$ cat config.mk
export PLATFORM = sky130hd
export DESIGN_NAME = bram_greyscale_converter
export DESIGN_NICKNAME = d
export VERILOG_FILES = /design/src/rtl/sift_pkg.sv /design/src/rtl/bram_greyscale_converter_rgb_to_luma.sv /design/src/rtl/bram_greyscale_converter.sv
export SDC_FILE = /design/constraint.sdc
export NUM_CORES = 1
export LEC_CHECK = 0
export BUFFER_PORTS_ARGS = -buffer_cell sky130_fd_sc_hd__buf_2
export CORE_MARGIN = 1.5
export CORE_UTILIZATION = 59
export DETAILED_ROUTE_END_ITERATION = 12
export GPL_TIMING_DRIVEN = 0
export PLACE_DENSITY = 0.77
export SKIP_CTS_REPAIR_TIMING = 1
export SYNTH_ARGS = -nofsm -noshare
export SYNTH_HDL_FRONTEND = slang
export SYNTH_SLANG_ARGS = --single-unit
$ cat constraint.sdc
create_clock -name clk_100mhz -period 1.7 [get_ports clk_100mhz]
set_input_delay 0.255 -clock clk_100mhz [delete_from_list [all_inputs] [get_ports clk_100mhz]]
set_output_delay 0.255 -clock clk_100mhz [all_outputs]
set_load 0.01 [all_outputs]
$ cat src/rtl/sift_pkg.sv
// Shared constants and types for the SIFT front-end greyscale stage.
// Holds the BT.601-style luma weights (scaled by 2^LUMA_SHIFT) and the converter FSM states.
package sift_pkg;

   localparam int LUMA_KR    = 77;
   localparam int LUMA_KG    = 150;
   localparam int LUMA_KB    = 29;
   localparam int LUMA_SHIFT = 8;
   localparam int LUMA_ACC_W = 17;

   typedef enum logic [1:0] {
      IDLE,
      SCAN,
      DRAIN,
      DONE
   } grey_state_t;

endpackage

$ cat src/rtl/bram_greyscale_converter_rgb_to_luma.sv
// Combinational packed-RGB to luma: channel expansion to 8 bits, weighted sum, round-half-up.
// Output is the top OUT_W bits of the 8-bit luma; the caller registers it.
module rgb_to_luma
   import sift_pkg::*;
#(
   parameter int CH_W  = 4,
   parameter int OUT_W = 8
) (
   input  logic [3*CH_W-1:0] pixel,
   output logic [OUT_W-1:0]  luma
);

   // Repeating the channel bits makes full scale map to 0xFF exactly.
   function automatic logic [7:0] expand(input logic [CH_W-1:0] c);
      logic [7:0] e;
      for (int i = 0; i < 8; i++) begin
         e[7-i] = c[CH_W-1-(i % CH_W)];
      end
      return e;
   endfunction

   function automatic logic [7:0] round_shift(input logic [LUMA_ACC_W-1:0] acc);
      return 8'((acc + LUMA_ACC_W'(1 << (LUMA_SHIFT - 1))) >> LUMA_SHIFT);
   endfunction

   logic [7:0]            r8, g8, b8;
   logic [LUMA_ACC_W-1:0] acc;
   logic [7:0]            y8;

   always_comb begin
      r8  = expand(pixel[3*CH_W-1 -: CH_W]);
      g8  = expand(pixel[2*CH_W-1 -: CH_W]);
      b8  = expand(pixel[CH_W-1 -: CH_W]);
      acc = LUMA_ACC_W'(LUMA_KR) * LUMA_ACC_W'(r8)
          + LUMA_ACC_W'(LUMA_KG) * LUMA_ACC_W'(g8)
          + LUMA_ACC_W'(LUMA_KB) * LUMA_ACC_W'(b8);
      y8  = round_shift(acc);
   end

   assign luma = y8[7 -: OUT_W];

endmodule

$ cat src/rtl/bram_greyscale_converter.sv
// Frame-level RGB->greyscale engine: scans the source BRAM once per start pulse and writes luma
// to the same address in the destination BRAM. Optional per-frame min/max via GREY_STATS_EN.
module bram_greyscale_converter
   import sift_pkg::*;
#(
   parameter  int IMG_W  = 128,
   parameter  int IMG_H  = 128,
   parameter  int CH_W   = 4,
   parameter  int OUT_W  = 8,
   parameter  int RD_LAT = 2,
   localparam int N      = IMG_W * IMG_H,
   localparam int AW     = $clog2(N)
) (
   input  logic              clk_100mhz,
   input  logic              sys_rst_n,
   input  logic              start,
   output logic              busy,
   output logic              done,
   output logic [AW-1:0]     rd_addr,
   input  logic [3*CH_W-1:0] rd_data,
   output logic [AW-1:0]     wr_addr,
   output logic [OUT_W-1:0]  wr_data,
   output logic              wr_en,
   output logic [OUT_W-1:0]  px_min,
   output logic [OUT_W-1:0]  px_max
);

   // Reset asserts immediately, releases two clocks after sys_rst_n rises.
   logic rst_meta, rst_n;

   always_ff @(posedge clk_100mhz or negedge sys_rst_n) begin
      if (!sys_rst_n) begin
         rst_meta <= 1'b0;
         rst_n    <= 1'b0;
      end else begin
         rst_meta <= 1'b1;
         rst_n    <= rst_meta;
      end
   end

   grey_state_t      state, state_nxt;
   logic             accept, last_addr, issue, pipe_empty;
   logic [RD_LAT:0]  vld_p;
   logic [AW-1:0]    addr_p [RD_LAT];
   logic [OUT_W-1:0] luma;

   assign accept     = (state == IDLE) && start;
   assign last_addr  = (rd_addr == AW'(N - 1));
   assign issue      = accept || ((state == SCAN) && !last_addr);
   assign pipe_empty = ~|vld_p;
   assign busy       = (state != IDLE);
   assign done       = (state == DONE);

   always_ff @(posedge clk_100mhz or negedge rst_n) begin
      if (!rst_n) state <= IDLE;
      else        state <= state_nxt;
   end

   always_comb begin
      state_nxt = state;
      case (state)
         IDLE:    if (start)      state_nxt = SCAN;
         SCAN:    if (last_addr)  state_nxt = DRAIN;
         DRAIN:   if (pipe_empty) state_nxt = DONE;
         DONE:                    state_nxt = IDLE;
         default:                 state_nxt = IDLE;
      endcase
   end

   // p0: address issue; vld_p[0] marks the address currently on rd_addr
   always_ff @(posedge clk_100mhz or negedge rst_n) begin
      if (!rst_n) begin
         rd_addr <= '0;
         vld_p   <= '0;
      end else begin
         vld_p <= {vld_p[RD_LAT-1:0], issue};
         if (accept)
            rd_addr <= '0;
         else if (issue)
            rd_addr <= rd_addr + AW'(1);
      end
   end

   // p1..pRD_LAT: address travels alongside the BRAM read latency
   always_ff @(posedge clk_100mhz) begin
      addr_p[0] <= rd_addr;
      for (int i = 1; i < RD_LAT; i++) begin
         addr_p[i] <= addr_p[i-1];
      end
   end

   rgb_to_luma #(
      .CH_W  (CH_W),
      .OUT_W (OUT_W)
   ) u_luma (
      .pixel (rd_data),
      .luma  (luma)
   );

   // write stage: rd_data is valid while vld_p[RD_LAT] is high
   always_ff @(posedge clk_100mhz or negedge rst_n) begin
      if (!rst_n) begin
         wr_en   <= 1'b0;
         wr_addr <= '0;
         wr_data <= '0;
      end else begin
         wr_en <= vld_p[RD_LAT];
         if (vld_p[RD_LAT]) begin
            wr_addr <= addr_p[RD_LAT-1];
            wr_data <= luma;
         end
      end
   end

`ifdef GREY_STATS_EN
   // Running values double as the held frame result until the next accepted start.
   always_ff @(posedge clk_100mhz or negedge rst_n) begin
      if (!rst_n) begin
         px_min <= '0;
         px_max <= '0;
      end else if (accept) begin
         px_min <= '1;
         px_max <= '0;
      end else if (wr_en) begin
         if (wr_data < px_min) px_min <= wr_data;
         if (wr_data > px_max) px_max <= wr_data;
      end
   end
`else
   assign px_min = '0;
   assign px_max = '0;
`endif

endmodule
==> qor.txt, run 1 <==
CP required = 1920 ps
Pins Over Slew Limit = 0
CP Capture Type = flop
Mean post-synth cell area = 11.1 µm²
Vias in the first global route = 3713
Post-synth EDFFs = 0
Core Rows = 35
Part of the Yosys area used for sequential elements = 29.4%
Synth top area share = 21.4%
Post-Syn Area = 0.00566 mm²
Final Hold Slack = 101 ps
Status = complete, but fails checks
Crit share post-route = 341%
CTS tree = done
Worst skew pair latency = 340 ps
Synthesis Warnings = 0
Initial Utilization = 61.0%
Die Y = 101 µm
Drt drc = 0
Utilization after layout = 74.1%
CP Launch Type = input port
Top routing layer used = met4
Final setup margin = -4100 ps
GP Congestion = 0.846
Pin count of the biggest net entering global routing = 37
Syn Inst Count = 511
Count of final setup violators = 23
Max Cap Viol = 0
Routed wirelength normalized by instance count = 14.1 µm
Minimum clock period = 5800 ps
Critical-path maximum fanout = 4
Critical path arrival = 6030 ps
Origin of the worst setup path = rd_data[4]
Reg2reg start = rd_addr[3]$_DFFE_PN0P_
Failing checks = setup timing
H-tree depth = 3
Max Buffers Root-to-Sink = 2
Global-route wire length before repair = 16.4 mm
Clock skew = 6.58 ps
WL met3 = 372 µm
CTS Buf Count = 9
Antenna-violating nets left = 0
DR WL met2 = 5.73 mm
Chip width = 101 µm
Top-count cell post-synth = inv_1
Core area = 0.00928 mm²
Clk root buf = clkbuf_8
Drt total wl = 10.6 mm
# IOs = 70
Design area = 0.00688 mm²
Initial antenna violation count = 0
WS Path Type = in -> reg
TritonRoute pass-1 iters = 4
FF+latch count, synth = 72
Pre-CTS worst setup slack = -4510 ps
DRT met1 WL = 4.25 mm
N_diodes = 0
Drt via density = 4.98
Synth async-reset ratio = 61.1%
NumNets Final = 779
Clock transition at path regs = 80 ps
Worst min path class = reg -> async
Final hold violation count = 0
Via count = 3733
Primary FF master, synth = dfrtp_1
RSZ-0062 raised after global routing = true
Area leader, netlist = ha_1
HPWL Detailed = 8.20 mm
DIE AREA = 0.0102 mm²
Synth top cells by count = inv_1 (98), ha_1 (97), fa_1 (52), dfrtp_1 (44), nor2_1 (29)
Area delta synth->final = 21.5%
Drt first-iter violations = 76
Gr usage total = 20.8%
Layout cells sized above 1 = 29.5%
DP Area = 0.00634 mm²
Total global routing overflow = 0
Yosys cell types = 50
Max Fclk = 0.172 GHz
Clock Sinks = 72
Port buffer count = 53
Synth top area cells = ha_1 (21%), dfrtp_1 (19%), fa_1 (18%), dfxtp_1 (9.9%), inv_1 (6.5%)
==> final timing paths <==
path / end / slack (ps) / cells past startpoint
min reg2reg: wr_data[6]$_DFFE_PN0P_ / 100 / 0
max: wr_data[2]$_DFFE_PN0P_ / -4100 / 21
min in group clk_100mhz: vld_p[0]$_DFF_PN0_ / 180 / 3
max in group asynchronous: rd_addr[3]$_DFFE_PN0P_ / 1150 / 1
min: wr_data[6]$_DFFE_PN0P_ / 100 / 0
max reg2reg: state[1]$_DFFE_PN0P_ / -340 / 7
==> state kept, by name, summed over array words and instances (netlist names) <==
name	flops
rst_meta	1
wr_addr	14
rd_addr	14
wr_en	1
rst_n	1
state	2
wr_data	8
addr_p	28
vld_p	3
==> routing by layer <==
layer / vias to the layer above / track usage, %
li1: 1834 / -
met1: 1809 / 23.8
met2: 69 / 38.7
met3: 21 / 4.02
met4: 0 / 6.84
met5: - / 0
==> cell type report <==
cell class	count	area, µm²
timing repair buffer	78	529
inverter	98	368
multi-input combinational	335	3830
fill	650	2400
tap	129	161
clock buffer	9	124
clock inverter	7	55.1
sequential	72	1670
buffer	21	143
==> placed cells by master (no fill, tap or decap), drive strengths merged, types with 15 or more instances in the layout <==
cell / count
inv: 100
ha: 97
buf: 94
fa: 52
dfrtp: 44
nor2: 29
dfxtp: 28
mux2: 19
conb: 17
xor2: 16
xnor2: 15
==> worst max-delay path, stage by stage <==
cell	delay, ps
buf_12	110
ha_4	280
ha_4	200
fa_1	570
fa_1	460
ha_4	280
buf_6	130
xnor2_4	150
fa_1	470
fa_1	590
fa_1	450
fa_2	560
inv_2	40
ha_4	260
ha_4	200
a31oi_4	220
buf_6	140
and2b_2	210
nor2_2	120
xnor2_1	80
mux2_2	250
==> per-stage QoR <==
step / TNS (ps) / instances
3_3_place_gp: -39190 / 708
3_5_place_dp: -35930 / 709
5_1_grt: -35190 / 749
4_1_cts: -33640 / 725
2_1_floorplan: -30440 / 526
6_report: -32870 / 749
==> cell families after synthesis <==
logic type | Yosys count | synth area share, %
fa+ha+maj | 149 | 39.8
buf+inv | 119 | 8.95
simple gates | 74 | 6.79
flops | 72 | 29.4
compound gates | 44 | 6.12
xor+xnor | 31 | 4.80
mux | 20 | 4.02
other cells | 2 | 0.133
Power of run 1 is not shown: default switching activity piles up to over one toggle a cycle in this logic, so the estimate is an artifact.
==> run 2: changes to the inputs <==
--- a/config.mk
+++ b/config.mk
@@ -7,10 +7,11 @@
 export LEC_CHECK = 0
 export BUFFER_PORTS_ARGS = -buffer_cell sky130_fd_sc_hd__buf_2
 export CORE_MARGIN = 1.5
-export CORE_UTILIZATION = 59
+export CORE_UTILIZATION = 60
+export CTS_BUF_LIST = sky130_fd_sc_hd__clkbuf_4
 export DETAILED_ROUTE_END_ITERATION = 12
 export GPL_TIMING_DRIVEN = 0
-export PLACE_DENSITY = 0.77
+export PLACE_DENSITY = 0.78
 export SKIP_CTS_REPAIR_TIMING = 1
 export SYNTH_ARGS = -nofsm -noshare
 export SYNTH_HDL_FRONTEND = slang
==> qor.txt, run 2 (synthesized netlist as in run 1, its figures left out) <==
Critical path arrival = 6000 ps (-30 ps)
Slowest stage cell, crit path = fa_1
TritonRoute pass-1 iters = 5 (+1)
# IOs = 70 (unchanged)
Global-route wire length before repair = 17.1 mm (+4.4%)
Drt via density = 5.15 (+3.4%)
Area delta synth->final = 23.2%
Layout cells sized above 1 = 32.0% (+2.4 points)
Port buffer count = 53 (unchanged)
CTS tree = done
Antenna-violating nets left = 0 (unchanged)
Critical-path maximum fanout = 5 (+1)
Core area = 0.00920 mm² (-0.94%)
Gr usage total = 21.8% (+1.0 points)
Total global routing overflow = 0 (unchanged)
HPWL Detailed = 8.30 mm (+1.3%)
FF/Latch Area = 0.00167 mm² (unchanged)
Drt first-iter violations = 88 (+16%)
Chip width = 100 µm (-0.81%)
H-tree depth = 3 (unchanged)
Fillers = 595 (-8.5%)
Via count = 3814 (+2.2%)
Initial Utilization = 61.6% (+0.58 points)
WS Path Type = in -> reg
Utilization after layout = 75.8% (+1.7 points)
CTS Buf Count = 9 (unchanged)
Vias in the first global route = 3902 (+5.1%)
CP required = 1990 ps (+70 ps)
Worst min path class = reg -> async
Largest reg by FF count = addr_p
Core Rows = 35 (unchanged)
Clock transition at path regs = 110 ps (+30 ps)
Drt total wl = 11.1 mm (+4.8%)
RSZ-0062 raised after global routing = true
Max incr delay on CP = 550 ps (-40 ps)
Largest regs = addr_p x28, rd_addr x14, wr_addr x14
Clock Sinks = 72 (unchanged)
Final setup margin = -4010 ps (+95.4 ps)
Max Buffers Root-to-Sink = 2 (unchanged)
Pin count of the biggest net entering global routing = 40 (+8.1%)
Max Cap Viol = 0 (unchanged)
DIE AREA = 0.0100 mm² (-1.6%)
Worst skew pair latency = 400 ps (+60 ps)
NumNets Final = 788 (+1.2%)
Pins Over Slew Limit = 0 (unchanged)
Max Fclk = 0.175 GHz (+1.7%)
Crit-path cells = buf_12, ha_4, ha_4, fa_1, fa_1, ha_4, nand4b_1, nand3b_1, xnor2_1, ha_1, fa_1, inv_1, fa_1, inv_2, fa_1, ha_4, ha_4, o21a_1, o21ai_2, a21oi_4, a221oi_2, xnor2_1, mux2_4
CP Capture Type = flop
Clk root buf = clkbuf_4
Crit share post-route = 336% (-5.6 points)
Final Hold Slack = 77.3 ps (-23.3 ps)
Die Y = 100 µm (-0.81%)
Clock skew = 19.1 ps (+12.6 ps)
GP Congestion = 0.852 (+0.71%)
Routed wirelength normalized by instance count = 15.0 µm (+6.1%)
Final hold violation count = 0 (unchanged)
Initial antenna violation count = 0 (unchanged)
Area of the multi-input gates = 0.00389 mm² (+1.4%)
Minimum clock period = 5710 ps (-95.4 ps)
Status = complete, but fails checks
Max reg flops = 28 (unchanged)
Drt drc = 0 (unchanged)
Count of final setup violators = 24 (+4.3%)
Commonest non-fill, non-tap cells in the layout = inv_1 (95), ha_1 (78), fa_1 (49), buf_2 (49), buf_4 (46)
Most common cell after layout, fill and taps aside = inv_1
N_diodes = 0 (unchanged)
CP Launch Type = input port
Failing checks = setup timing
==> run 2: layer usage <==
metal	vias up	global-route usage, %	routed length (µm)	share of wire (%)
met4	0	6.72	165	1.5
met2	79	41.1	6140	55
met5	-	0	0	0
met1	1864	24.8	4350	39
met3	19	4.18	434	3.9
li1	1852	-	-	-
==> run 2: worst max-delay path: cells and delay by family <==
| family | cells | cell delay, ps |
|---|---|---|
| multiplexers | 1 | 260 |
| adder cells (fa/ha/maj) | 11 | 4020 |
| XOR/XNOR | 2 | 240 |
| buffers and inverters | 3 | 200 |
| AND/OR/NAND/NOR | 2 | 270 |
| AO/OA/AOI/OAI | 4 | 740 |
==> run 2: final timing paths <==
path,from,endpoint,slack [ps],cells past startpoint
max reg2reg,rd_addr[3]$_DFFE_PN0P_,state[1]$_DFFE_PN0P_,-340,7
max,rd_data[4],wr_data[7]$_DFFE_PN0P_,-4010,23
max in group asynchronous,rst_n$_DFF_PN0_,rd_addr[11]$_DFFE_PN0P_,1190,1
min,rst_n$_DFF_PN0_,wr_data[6]$_DFFE_PN0P_,80,0
min in group clk_100mhz,start,vld_p[0]$_DFF_PN0_,90,3
min reg2reg,rst_n$_DFF_PN0_,wr_data[6]$_DFFE_PN0P_,80,0
==> run 2: layout make-up <==
| class | instances | share of cell area (%) |
|---|---|---|
| buffer | 21 | 2.05 |
| clock buffer | 10 | 1.08 |
| clock inverter | 6 | 1.56 |
| inverter | 98 | 5.28 |
| multi-input combinational | 335 | 55.8 |
| sequential | 72 | 23.9 |
| tap | 111 | 1.99 |
| timing repair buffer | 87 | 8.40 |
==> run 2: stage by stage <==
step	TNS [ps]	cell area (µm²)	instances	worst slack, ps
floorplan	-30440	5890	526	-4040
global placement	-38810	6300	690	-4480
detailed placement	-35650	6320	691	-4520
CTS	-33040	6500	707	-4130
global route	-34510	6970	740	-4210
finish	-32180	6970	740	-4010
Power of run 2 is left out for the same reason.
